$ cat config.mk
export PLATFORM = sky130hd
export DESIGN_NAME = chan_mux_scan
export DESIGN_NICKNAME = d
export VERILOG_FILES = /design/src/rtl/chan_mux_pkg.sv /design/src/rtl/chan_mux_scan_ctr.sv /design/src/rtl/chan_mux_scan.sv
export SDC_FILE = /design/constraint.sdc
export NUM_CORES = 1
export LEC_CHECK = 0
export CAP_MARGIN = 10
export CORE_MARGIN = 1.5
export CORE_UTILIZATION = 45
export CTS_CLUSTER_DIAMETER = 120
export DETAILED_ROUTE_END_ITERATION = 7
export GPL_TIMING_DRIVEN = 0
export PLACE_DENSITY = 0.94
export SYNTH_ARGS = -nofsm -noshare
export SYNTH_HDL_FRONTEND = slang
export SYNTH_SLANG_ARGS = --single-unit
$ cat constraint.sdc
create_clock -name clk -period 3.9 [get_ports clk]
set_input_delay 0.78 -clock clk [delete_from_list [all_inputs] [get_ports clk]]
set_output_delay 0.78 -clock clk [all_outputs]
set_load 0.02 [all_outputs]
$ cat src/rtl/chan_mux_pkg.sv
// Shared types and helpers for the chan_mux_scan channel selector.
package chan_mux_pkg;

  typedef enum logic [1:0] {IDLE, RUN, STALL, DRAIN} state_t;

  localparam logic MODE_MANUAL = 1'b0;
  localparam logic MODE_SCAN   = 1'b1;

  // Bounded so the shift never reaches the sign bit.
  function automatic int clog2(input int n);
    int r;
    r = 0;
    for (int i = 0; i < 30; i++)
      if ((1 << i) < n) r = i + 1;
    return r;
  endfunction

endpackage

$ cat src/rtl/chan_mux_scan_ctr.sv
// Scan channel / dwell counters for chan_mux_scan; chan is the channel the current load uses.
module chan_mux_scan_ctr
  import chan_mux_pkg::*;
#(
  parameter int CHANNELS = 4,
  parameter int SEL_W    = clog2(CHANNELS),
  parameter int DWELL_W  = 4
) (
  input  logic               clk,
  input  logic               rst_n,
  input  logic               advance,
  input  logic               clear,
  input  logic [DWELL_W-1:0] dwell,
  output logic [SEL_W-1:0]   chan
);

  logic [DWELL_W-1:0] dcnt, dcnt_eff, dlim;

  // A clear coinciding with an advance counts that load as the first beat of the dwell.
  assign dcnt_eff = clear ? '0 : dcnt;
  assign dlim     = (dwell == '0) ? '0 : dwell - 1'b1;

  // >= rather than == so a dwell shrunk mid-scan still advances on the next beat.
  always_ff @(posedge clk or negedge rst_n) begin
    if (!rst_n) begin
      chan <= '0;
      dcnt <= '0;
    end else if (advance) begin
      if (dcnt_eff >= dlim) begin
        dcnt <= '0;
        chan <= (chan == SEL_W'(CHANNELS - 1)) ? '0 : chan + 1'b1;
      end else begin
        dcnt <= dcnt_eff + 1'b1;
      end
    end else if (clear) begin
      dcnt <= '0;
    end
  end

endmodule

$ cat src/rtl/chan_mux_scan.sv
// N:1 registered channel selector with valid/ready output, manual or round-robin scan select.
// Optional CHAN_MUX_PARITY_EN adds out_parity (even parity of out_data).
module chan_mux_scan
  import chan_mux_pkg::*;
#(
  parameter int WIDTH    = 8,
  parameter int CHANNELS = 4,
  parameter int SEL_W    = clog2(CHANNELS),
  parameter int DWELL_W  = 4
) (
  input  logic                      clk,
  input  logic                      rst_n,
  input  logic                      en,
  input  logic                      mode,
  input  logic [SEL_W-1:0]          sel_in,
  input  logic [DWELL_W-1:0]        dwell,
  input  logic [CHANNELS*WIDTH-1:0] data_in,
  output logic [WIDTH-1:0]          out_data,
  output logic [SEL_W-1:0]          out_sel,
  output logic                      out_valid,
  input  logic                      out_ready,
`ifdef CHAN_MUX_PARITY_EN
  output logic                      out_parity,
`endif
  output logic                      sel_err
);

  typedef struct packed {
    logic [WIDTH-1:0] data;
    logic [SEL_W-1:0] sel;
  } beat_t;

  localparam logic [SEL_W:0] CH_LIM = (SEL_W + 1)'(CHANNELS);

  logic [CHANNELS-1:0][WIDTH-1:0] chans;
  state_t           state_q, state_d;
  beat_t            beat_q;
  logic             load, scan, bad_sel, advance, clear, last_mode;
  logic [SEL_W-1:0] scan_ch, pick;

  assign chans   = data_in;
  assign load    = en & (~out_valid | out_ready);
  assign scan    = (mode == MODE_SCAN);
  assign bad_sel = ({1'b0, sel_in} >= CH_LIM);
  assign advance = load & scan;
  // Entering scan restarts the dwell but keeps the channel position.
  assign clear   = load & scan & (last_mode == MODE_MANUAL);
  assign pick    = scan ? scan_ch : (bad_sel ? '0 : sel_in);

  chan_mux_scan_ctr #(
    .CHANNELS (CHANNELS),
    .SEL_W    (SEL_W),
    .DWELL_W  (DWELL_W)
  ) u_ctr (
    .clk     (clk),
    .rst_n   (rst_n),
    .advance (advance),
    .clear   (clear),
    .dwell   (dwell),
    .chan    (scan_ch)
  );

  always_ff @(posedge clk or negedge rst_n) begin
    if (!rst_n) state_q <= IDLE;
    else        state_q <= state_d;
  end

  always_comb begin
    state_d = state_q;
    case (state_q)
      IDLE:    if (en) state_d = RUN;
      RUN:     if (!en) state_d = DRAIN;
               else if (out_valid & ~out_ready) state_d = STALL;
      STALL:   if (!en) state_d = DRAIN;
               else if (out_ready) state_d = RUN;
      DRAIN:   if (~out_valid | out_ready) state_d = IDLE;
      default: state_d = IDLE;
    endcase
  end

  // A load in the same cycle as an accept replaces the beat with no bubble.
  always_ff @(posedge clk or negedge rst_n) begin
    if (!rst_n) begin
      beat_q    <= '0;
      out_valid <= 1'b0;
      sel_err   <= 1'b0;
      last_mode <= MODE_MANUAL;
    end else begin
      sel_err <= load & ~scan & bad_sel;
      if (load) begin
        beat_q    <= '{data: chans[pick], sel: pick};
        out_valid <= 1'b1;
        last_mode <= mode;
      end else if (out_ready) begin
        out_valid <= 1'b0;
      end
    end
  end

  assign out_data = beat_q.data;
  assign out_sel  = beat_q.sel;

`ifdef CHAN_MUX_PARITY_EN
  always_ff @(posedge clk or negedge rst_n) begin
    if (!rst_n)    out_parity <= 1'b0;
    else if (load) out_parity <= ^chans[pick];
  end

  a_parity: assert property (@(posedge clk) disable iff (!rst_n) out_parity == ^beat_q.data);
`endif

endmodule

==> results of run 1 <==
==> cells in the final DEF, fill, tap and decap left out, drive strengths merged, types with 2 or more instances in the layout <==
master | netlist | routed
buf | 2 | 2
nand2 | 27 | 27
nor2b | 4 | 4
dfrtp | 18 | 18
clkdlybuf4s50 | 0 | 53
inv | 4 | 4
mux2 | 10 | 10
o31ai | 3 | 3
o41ai | 2 | 2
a21oi | 5 | 5
ha | 5 | 5
o21ai | 20 | 20
nand3 | 2 | 2
mux2i | 10 | 10
and2 | 2 | 2
clkbuf | 4 | 7
nor3 | 3 | 3
nor2 | 8 | 8
nand2b | 3 | 3
==> sequential cells by signal, summed over array words and instances (netlist names) <==
register,count
out_data,8
out_valid,1
u_ctr.chan,2
out_sel,2
u_ctr.dcnt,4
last_mode,1
==> area by class of cell <==
cell class	instances	area [um^2]	share of cell area, %
Clock buffer	3	22.5	1.22
Sequential cell	18	450	24.4
Tap cell	30	37.5	2.03
Inverter	4	15.0	0.812
Buffer	6	33.8	1.83
Timing Repair Buffer	53	531	28.7
Multi-Input combinational cell	112	759	41.1
==> power by group through the flow <==
stage | clock network [W] | logic (W) | registers (W)
finish | 0.0000938 | 0.000477 | 0.000299
global route | 0.000101 | 0.000521 | 0.000307
CTS | 0.0000959 | 0.000478 | 0.000298
detailed placement | 0 | 0.000478 | 0.000302
global placement | 0 | 0.000451 | 0.000296
floorplan | 0 | 0.000264 | 0.000330
==> cells by family (layout without fill, tap and decap cells) <==
family / Yosys count / count (layout) / synth area share (%)
buffers and inverters: 10 / 66 / 3.88
AND/OR/NAND/NOR: 51 / 51 / 19.0
multiplexers: 20 / 20 / 17.2
AO/OA/AOI/OAI: 33 / 33 / 17.4
other: 1 / 1 / 0.298
XOR/XNOR: 1 / 1 / 0.696
adder cells (fa/ha/maj): 6 / 6 / 5.77
flip-flops: 18 / 18 / 35.8
==> worst max-delay path: cells and delay by family <==
kind            cells  cell delay, ns
buf+inv             3            0.98
simple gates        5            0.76
compound gates      2            0.50
mux                 1            0.34
fa+ha+maj           1            0.28
==> metal layers <==
layer / vias to the layer above / global-route usage [%] / share of wire [%]
met2: 40 / 42.9 / 54
met3: 18 / 5.58 / 3.5
li1: 601 / - / -
met4: 0 / 13.9 / 4.9
met1: 591 / 26.3 / 38
met5: - / 0 / 0
==> cell usage after synthesis (all sizes together) <==
library cell	instances	share of area, %
nand2	27	8.3
o21ai	20	8.0
dfrtp	18	36
mux2	10	8.9
mux2i	10	8.3
nor2	8	2.6
a21oi	5	3.2
ha	5	5.0
clkbuf	4	1.2
inv	4	1.2
nor2b	4	2.0
nand2b	3	1.5
nor3	3	1.2
o31ai	3	2.9
and2	2	0.99
buf	2	1.5
nand3	2	0.80
o41ai	2	1.4
a21boi	1	0.60
a41o	1	0.80
conb	1	0.30
maj3	1	0.80
nor3b	1	0.60
o21a	1	0.60
or4b	1	1.1
xor2	1	0.70
==> through the flow <==
| step | power (W) | area (um^2) | util, % | worst slack (ns) | cells |
|---|---|---|---|---|---|
| floorplan | 0.000594 | 1260 | - | 0.868 | 140 |
| global placement | 0.000747 | 1830 | 71.2 | 0.259 | 223 |
| detailed placement | 0.000780 | 1830 | 71.2 | 0.131 | 223 |
| CTS | 0.000873 | 1850 | 72.0 | 0.441 | 226 |
| global route | 0.000929 | 1850 | 72.0 | 0.245 | 226 |
| finish | 0.000870 | 1850 | 72.0 | 0.436 | 226 |
==> worst max-delay path by stage <==
| stage | startpoint | endpoint | slack, ns | cells past startpoint |
|---|---|---|---|---|
| 2_1_floorplan | out_ready | u_ctr.chan[0] | 0.87 | 12 |
| 3_3_place_gp | out_ready | u_ctr.chan[0] | 0.26 | 13 |
| 3_5_place_dp | out_ready | u_ctr.chan[0] | 0.13 | 13 |
| 4_1_cts | out_ready | u_ctr.chan[0] | 0.44 | 13 |
| 5_1_grt | out_ready | u_ctr.chan[0] | 0.25 | 13 |
| 6_report | mode | u_ctr.chan[0] | 0.44 | 12 |
==> impl_results.md, run 1 <==
- Outcome: finished, final reports clean
- Num ports: 55
- Pwr dens: approximately 470 mW/mm^2
- DRT iter0 DRCs: 30
- Final period util: approximately 90%
- Max Slew Vio Count: 0
- Slew Limit Headroom: about 44%
- Switch Pwr: ~0.00035 W
- Synth Cell Area: 0.00126 mm^2
- DRC: 0
- Clock-pin transition on the worst setup and hold timing paths: 0.08 ns
- # diodes: 0
- Crit. End Element: flip-flop
- WHS Path Cells: 2
- # clock sinks: 18
- Area grow syn2layout: 46.9%
- Sequential-to-total area share from yosys stat: a little over a third
- Skew final: ~0.019 ns
- FP Rows: 18
- MaxCap Viol Count: 0
- Final HPWL DP: between 2 and 3 mm
- Final GP Congestion: slightly above 0.8
- Max incr delay on CP: about 0.54 ns
- Drt first pass iters: 4
- Post-Route WL: about 3.5 mm
- Startpoint Class: primary input
- H-tree Lvls: 1
- Initial antenna violation count: 0
- Nets@finish: roughly 250
- Combinational Power Share: between 50% and 60%
- Tmin final: ~3.5 ns
- Core Box Area: between 0.002 and 0.003 mm^2
- Die footprint: about 0.0031 mm^2
- Die height: roughly 56 um
- RR Endpoint: u_ctr.chan[0]
- Root Buffer: clkbuf_4
- #FFs+latches synth: 18
- Maximum clock frequency: between 200 and 300 MHz
- Number of fill cells: 197
- Clock share of power: a little over a tenth
- HP Start: out_data[3]
- Total global-route track usage: around 24%
- Synth warn: 0
- Largest net degree at the start of global routing: 19
- Vias per cell: between 5 and 6
- Per-cell routed wire length: 15.7 um
- Syn avg cell area: between 8 and 9 um^2
- R2R setup slack: 1.02 ns
- Worst Path Arrival: ~3.6 ns
- Setup TNS: 0 ns
- Setup Fix Bufs, Post-CTS: 0
- CTS buffer count: 3
- CTS resizes: 0
- I/O Buffers: between 50 and 60
- Vias in the first global route: between 1000 and 1500
- Hold WC Path Type: flip-flop to flip-flop
- Required time worst endpoint: ~4 ns
- Layout cells sized above 1: 10.2%
- Total vias in the final route: approximately 1300
- First-pass GRT wire length: between 5 and 6 mm
- Fin. Hold Viols: 0
- Worst r2r src: out_valid
- Final setup viols: 0
- LEAKAGE: ~0.8 nW
- CTS tree: yes
- WHS Endpoint: out_data[3]
- Internal power: between 0.0005 and 0.0006 W
- CTS Hold Bufs: 0
- Flop pwr share: approximately 34%
- DRT antenna net count: 0
- Crit Path Class: primary input to flip-flop
- Syn Nets: about 190
- RSZ-0062 raised after global routing: no
- Worst Max-Slew Pin Slew: around 0.83 ns
- Switching Fraction: between 40% and 50%
- Initial Util: around 49%
- Gr ovfl total: 0
- Max Buffers Root-to-Sink: 2
- Clk_lat worst skew: ~0.31 ns
- DIE WIDTH: around 56 um
- Netlist cell types: 34
- Maximum fanout along the worst path: 10
- Depth of the worst register-to-register path: 12
- Crit-path cells: clkdlybuf4s50_1 -> nand3_1 -> clkbuf_1 -> nor2_1 -> nor2b_1 -> inv_1 -> ha_1 -> nand2b_1 -> a21oi_4 -> nor2_2 -> o31ai_4 -> mux2_1
- Hold WS: 0.494 ns
- VDD IR max: approximately 390 uV
- Cells after synthesis: 140
- Slowest-stage cell, CP: clkdlybuf4s50_1
Power figures use the tool's default switching activity.
==> run 2: changes to the inputs <==
--- a/config.mk
+++ b/config.mk
@@ -6,7 +6,7 @@
 export NUM_CORES = 1
 export LEC_CHECK = 0
 export CAP_MARGIN = 10
-export CORE_MARGIN = 1.5
+export CORE_MARGIN = 1
 export CORE_UTILIZATION = 45
 export CTS_CLUSTER_DIAMETER = 120
 export DETAILED_ROUTE_END_ITERATION = 7
==> impl_results.md, run 2 (synthesis gave the netlist of run 1 again) <==
- Total global-route track usage: 27.6% (+3.3 points)
- Skew final: 0.00382 ns (-0.0149 ns)
- WHS Endpoint: out_data[6]
- Nets@finish: 246 (unchanged)
- Clock-pin transition on the worst setup and hold timing paths: 0.10 ns (+0.02 ns)
- # clock sinks: 18 (unchanged)
- Worst Max-Slew Pin Slew: 0.780 ns (-0.0518 ns)
- H-tree Lvls: 1 (unchanged)
- Die footprint: 0.00301 mm^2 (-3.5%)
- Dominant delay contributor by cell family on the critical path: buffers and inverters
- Most frequent cells in the layout: 53 x clkdlybuf4s50_1, 26 x nand2_1, 20 x o21ai_0, 18 x dfrtp_1, 9 x mux2i_1
- Crit Path Class: primary input to flip-flop
- DRT iter0 DRCs: 36 (+20%)
- Setup TNS: 0 ns (unchanged)
- HP Start: out_data[6]
- Setup Fix Bufs, Post-CTS: 0 (unchanged)
- FP Rows: 18 (unchanged)
- Clk_lat worst skew: 0.30 ns (about the same)
- Max incr delay on CP: 0.53 ns (about the same)
- Depth of the worst register-to-register path: 12 (unchanged)
- R2R setup slack: 1.07 ns (+0.05 ns)
- Final period util: 88.0% (-0.79 points)
- Slowest-stage cell, CP: clkdlybuf4s50_1
- # diodes: 0 (unchanged)
- VDD IR max: 420 uV (+8.3%)
- DIE WIDTH: 54.9 um (-1.8%)
- Slew Limit Headroom: 47.9% (+3.5 points)
- CTS buffer count: 3 (unchanged)
- Most common cell after layout, fill and taps aside: clkdlybuf4s50_1
- Required time worst endpoint: 4.09 ns (about the same)
- RR Endpoint: u_ctr.chan[0]
- MaxCap Viol Count: 0 (unchanged)
- Post-Route WL: 3.42 mm (-3.6%)
- Final HPWL DP: 2.81 mm (-4.0%)
- First-pass GRT wire length: 5.55 mm (-4.9%)
- Startpoint Class: primary input
- Area grow syn2layout: 46.9% (unchanged)
- Final Util: 72.0% (unchanged)
- DRT antenna net count: 0 (unchanged)
- Gr ovfl total: 0 (unchanged)
- Worst Path Arrival: 3.62 ns (-0.02 ns)
- Total vias in the final route: 1250 (unchanged)
- Root Buffer: clkbuf_4
- Crit-path cells: clkdlybuf4s50_1 -> nand3_1 -> clkbuf_1 -> nor2_1 -> nor2b_1 -> inv_1 -> ha_1 -> nand2b_1 -> a21oi_4 -> nor2_2 -> o31ai_4 -> mux2_1
- Crit. End Element: flip-flop
- Layout cells sized above 1: 10.2% (unchanged)
- Maximum fanout along the worst path: 10 (unchanged)
- Initial antenna violation count: 0 (unchanged)
- Largest net degree at the start of global routing: 19 (unchanged)
- Maximum clock frequency: 291 MHz (+0.90%)
- Outcome: finished, final reports clean
- Drt first pass iters: 4 (unchanged)
- Hold WC Path Type: flip-flop to flip-flop
- I/O Buffers: 53 (unchanged)
- Final GP Congestion: 0.824 (+1.9%)
- WHS Path Cells: 2 (unchanged)
- Fin. Hold Viols: 0 (unchanged)
- Tmin final: 3.43 ns (-0.0309 ns)
- Core Box Area: 0.00257 mm^2 (unchanged)
- DRC: 0 (unchanged)
- Initial Util: 49.0% (unchanged)
- Die height: 54.9 um (-1.8%)
- WP buf/inv: 3 (unchanged)
- Vias in the first global route: 1219 (-5.7%)
- LEAKAGE: 0.802 nW (unchanged)
- Worst r2r src: out_valid
- Per-cell routed wire length: 15.1 um (-3.6%)
- CTS resizes: 0 (unchanged)
- Max reg flops: 8 (unchanged)
- CTS tree: yes
- Vias per cell: 5.53 (unchanged)
- Max Buffers Root-to-Sink: 2 (unchanged)
- Pwr dens: 469 mW/mm^2 (-0.20%)
- CTS Hold Bufs: 0 (unchanged)
- Final setup viols: 0 (unchanged)
- RSZ-0062 raised after global routing: no
- Num ports: 55 (unchanged)
- Max Slew Vio Count: 0 (unchanged)
## run 2: layout make-up
class | instances | area [um^2]
inverters | 4 | 15.0
flip-flops and latches | 18 | 450
plain buffers | 6 | 33.8
clock buffers | 3 | 22.5
fillers | 191 | 718
repair buffers | 53 | 531
multi-input cells | 112 | 759
well taps | 30 | 37.5
## run 2: report_power, final
part / total, W / switching (W) / internal (W) / leakage [nW]
combinational: 0.000478 / 0.000241 / 0.000237 / 0.569
sequential: 0.000299 / 0.0000508 / 0.000248 / 0.219
clock: 0.0000915 / 0.0000555 / 0.0000360 / 0.0138
total: 0.000868 / 0.000347 / 0.000521 / 0.802
## run 2: tightest hold or removal path: stages (launching register included)
cell	delay [ns]
dfrtp_1	0.36
nand2_1	0.04
o21ai_0	0.06
## run 2: worst max-delay path by stage
stage | cells after the start | startpoint | endpoint
finish | 12 | mode | u_ctr.chan[0]
CTS | 13 | out_ready | u_ctr.chan[0]
global route | 13 | out_ready | u_ctr.chan[0]
global placement | 13 | out_ready | u_ctr.chan[0]
detailed placement | 13 | out_ready | u_ctr.chan[0]
floorplan | 12 | out_ready | u_ctr.chan[0]
## run 2: through the flow
step / power (W) / cells / cell area [um^2] / hold slack (ns) / setup WS [ns]
finish: 0.000868 / 226 / 1850 / 0.491 / 0.466
global route: 0.000934 / 226 / 1850 / 0.512 / 0.252
detailed placement: 0.000780 / 223 / 1830 / 0.475 / 0.164
floorplan: 0.000594 / 140 / 1260 / 0.458 / 0.868
global placement: 0.000746 / 223 / 1830 / 0.465 / 0.268
CTS: 0.000872 / 226 / 1850 / 0.495 / 0.468
## run 2: metal layers
layer,track usage (%),share of wire [%],vias to the layer above
met2,51.0,53,52
met5,0,0,-
met3,5.83,5.3,16
met1,29.7,39,575
met4,11.5,2.9,0
li1,-,-,607
==> run 3: changes to the inputs <==
--- a/config.mk
+++ b/config.mk
@@ -12,6 +12,7 @@
 export DETAILED_ROUTE_END_ITERATION = 7
 export GPL_TIMING_DRIVEN = 0
 export PLACE_DENSITY = 0.94
+export RECOVER_POWER = 50
 export SYNTH_ARGS = -nofsm -noshare
 export SYNTH_HDL_FRONTEND = slang
 export SYNTH_SLANG_ARGS = --single-unit
==> impl_results.md, run 3 (synthesis gave the netlist of run 1 again) <==
- Outcome: finished, final reports clean
- Initial Util: 49.0% (unchanged)
- Depth of the worst register-to-register path: 12 (unchanged)
- Final setup viols: 0 (unchanged)
- Setup TNS: 0 ns (unchanged)
- Area of the multi-input gates: 759 um^2 (unchanged)
- Worst Max-Slew Pin Slew: 0.788 ns (+0.00873 ns)
- Core Box Area: 0.00257 mm^2 (unchanged)
- MaxCap Viol Count: 0 (unchanged)
- Total global-route track usage: 27.6% (unchanged)
- Drt first pass iters: 5 (+1)
- Hold WC Path Type: flip-flop to flip-flop
- Skew final: 0.00411 ns (+0.000288 ns)
- # clock sinks: 18 (unchanged)
- LEAKAGE: 0.805 nW (+0.44%)
- Maximum fanout along the worst path: 10 (unchanged)
- Gr ovfl total: 0 (unchanged)
- Final HPWL DP: 2.81 mm (unchanged)
- DRT antenna net count: 0 (unchanged)
- Largest net degree at the start of global routing: 19 (unchanged)
- Max reg flops: 8 (unchanged)
- Num ports: 55 (unchanged)
- Area grow syn2layout: 46.9% (unchanged)
- FP Rows: 18 (unchanged)
- Post-Route WL: 3.40 mm (-0.32%)
- CTS resizes: 0 (unchanged)
- Tot Pwr: 0.000865 W (-0.38%)
- # diodes: 0 (unchanged)
- Vias in the first global route: 1219 (unchanged)
- Nets@finish: 246 (unchanged)
- DRT iter0 DRCs: 36 (unchanged)
- Most frequent cells in the layout: 49 x clkdlybuf4s50_1, 26 x nand2_1, 20 x o21ai_0, 18 x dfrtp_1, 9 x mux2i_1
- Fin. Hold Viols: 0 (unchanged)
- Clk_lat worst skew: 0.30 ns (about the same)
- Maximum clock frequency: 290 MHz (-0.27%)
- Startpoint Class: primary input
- Per-cell routed wire length: 15.1 um (-0.32%)
- Root Buffer: clkbuf_4
- Layout cells sized above 1: 10.2% (unchanged)
- I/O Buffers: 53 (unchanged)
- Die footprint: 0.00301 mm^2 (unchanged)
- Max Buffers Root-to-Sink: 2 (unchanged)
- CTS buffer count: 3 (unchanged)
- DIE WIDTH: 54.9 um (unchanged)
- First-pass GRT wire length: 5.55 mm (unchanged)
- H-tree Lvls: 1 (unchanged)
- Slew Limit Headroom: 47.3% (-0.59 points)
- Crit Path Class: primary input to flip-flop
- DRC: 0 (unchanged)
- CTS tree: yes
- Most common cell after layout, fill and taps aside: clkdlybuf4s50_1
- Vias per cell: 5.51 (-0.32%)
- Required time worst endpoint: 4.09 ns (about the same)
- Number of fill cells: 191 (unchanged)
- Die height: 54.9 um (unchanged)
- VDD IR max: 421 uV (+0.28%)
- Max Slew Vio Count: 0 (unchanged)
- Final GP Congestion: 0.824 (unchanged)
- Initial antenna violation count: 0 (unchanged)
- Tmin final: 3.44 ns (+0.00923 ns)
- Final period util: 88.3% (+0.24 points)
- CTS Hold Bufs: 0 (unchanged)
- Clock-pin transition on the worst setup and hold timing paths: 0.10 ns (about the same)
- Total vias in the final route: 1246 (-0.32%)
- WHS Path Cells: 2 (unchanged)
- Worst Path Arrival: 3.63 ns (about the same)
- Pwr dens: 468 mW/mm^2 (-0.38%)
- FF/Latch Area: 450 um^2 (unchanged)
- Setup Fix Bufs, Post-CTS: 0 (unchanged)
- RSZ-0062 raised after global routing: no
- Crit. End Element: flip-flop
run 3: cell types whose count changed in the layout (fill, tap and decap cells not counted), sizes merged:
cell	delta
dlygate4sd3	+4
clkdlybuf4s50	-4
run 3: layout make-up:
class | count | share of cell area (%)
Sequential cell | 18 | 24.4
Tap cell | 30 | 2.03
Clock buffer | 3 | 1.22
Inverter | 4 | 0.812
Multi-Input combinational cell | 112 | 41.1
Buffer | 6 | 1.83
Timing Repair Buffer | 53 | 28.7
run 3: final timing paths:
check | start | endpoint | slack [ns]
worst max-delay path | mode | u_ctr.chan[0] | 0.46
worst min register to register | out_data[5] | out_data[5] | 0.49
min in group asynchronous | rst_n | out_data[7] | 1.00
worst min-delay path | out_data[5] | out_data[5] | 0.49
worst max register to register | out_valid | u_ctr.chan[0] | 1.07
max in group asynchronous | rst_n | out_data[1] | 2.41
run 3: worst max-delay path: stages:
cell	delay, ns
clkdlybuf4s50_1	0.53
nand3_1	0.17
clkbuf_1	0.34
nor2_1	0.15
nor2b_1	0.20
inv_1	0.07
ha_1	0.28
nand2b_1	0.17
a21oi_4	0.23
nor2_2	0.07
o31ai_4	0.27
mux2_1	0.35
run 3: power breakdown:
part	switching (W)	internal, W
Clock	0.0000558	0.0000360
Sequential	0.0000506	0.000248
Combinational	0.000241	0.000233
Total	0.000348	0.000517
run 3: stage by stage:
stage | setup WS, ns | instances | util, % | hold slack [ns] | instance area (um^2)
finish | 0.457 | 226 | 72.0 | 0.490 | 1850
global route | 0.252 | 226 | 72.0 | 0.512 | 1850
CTS | 0.468 | 226 | 72.0 | 0.495 | 1850
detailed placement | 0.164 | 223 | 71.2 | 0.475 | 1830
global placement | 0.268 | 223 | 71.2 | 0.465 | 1830
floorplan | 0.868 | 140 | - | 0.458 | 1260
run 3: metal layers:
metal,vias to the layer above,global-route usage (%),part of all wire (%)
li1,606,-,-
met3,11,5.83,4.8
met2,48,51.0,53
met4,0,11.5,2.2
met5,-,0,0
met1,581,29.7,40
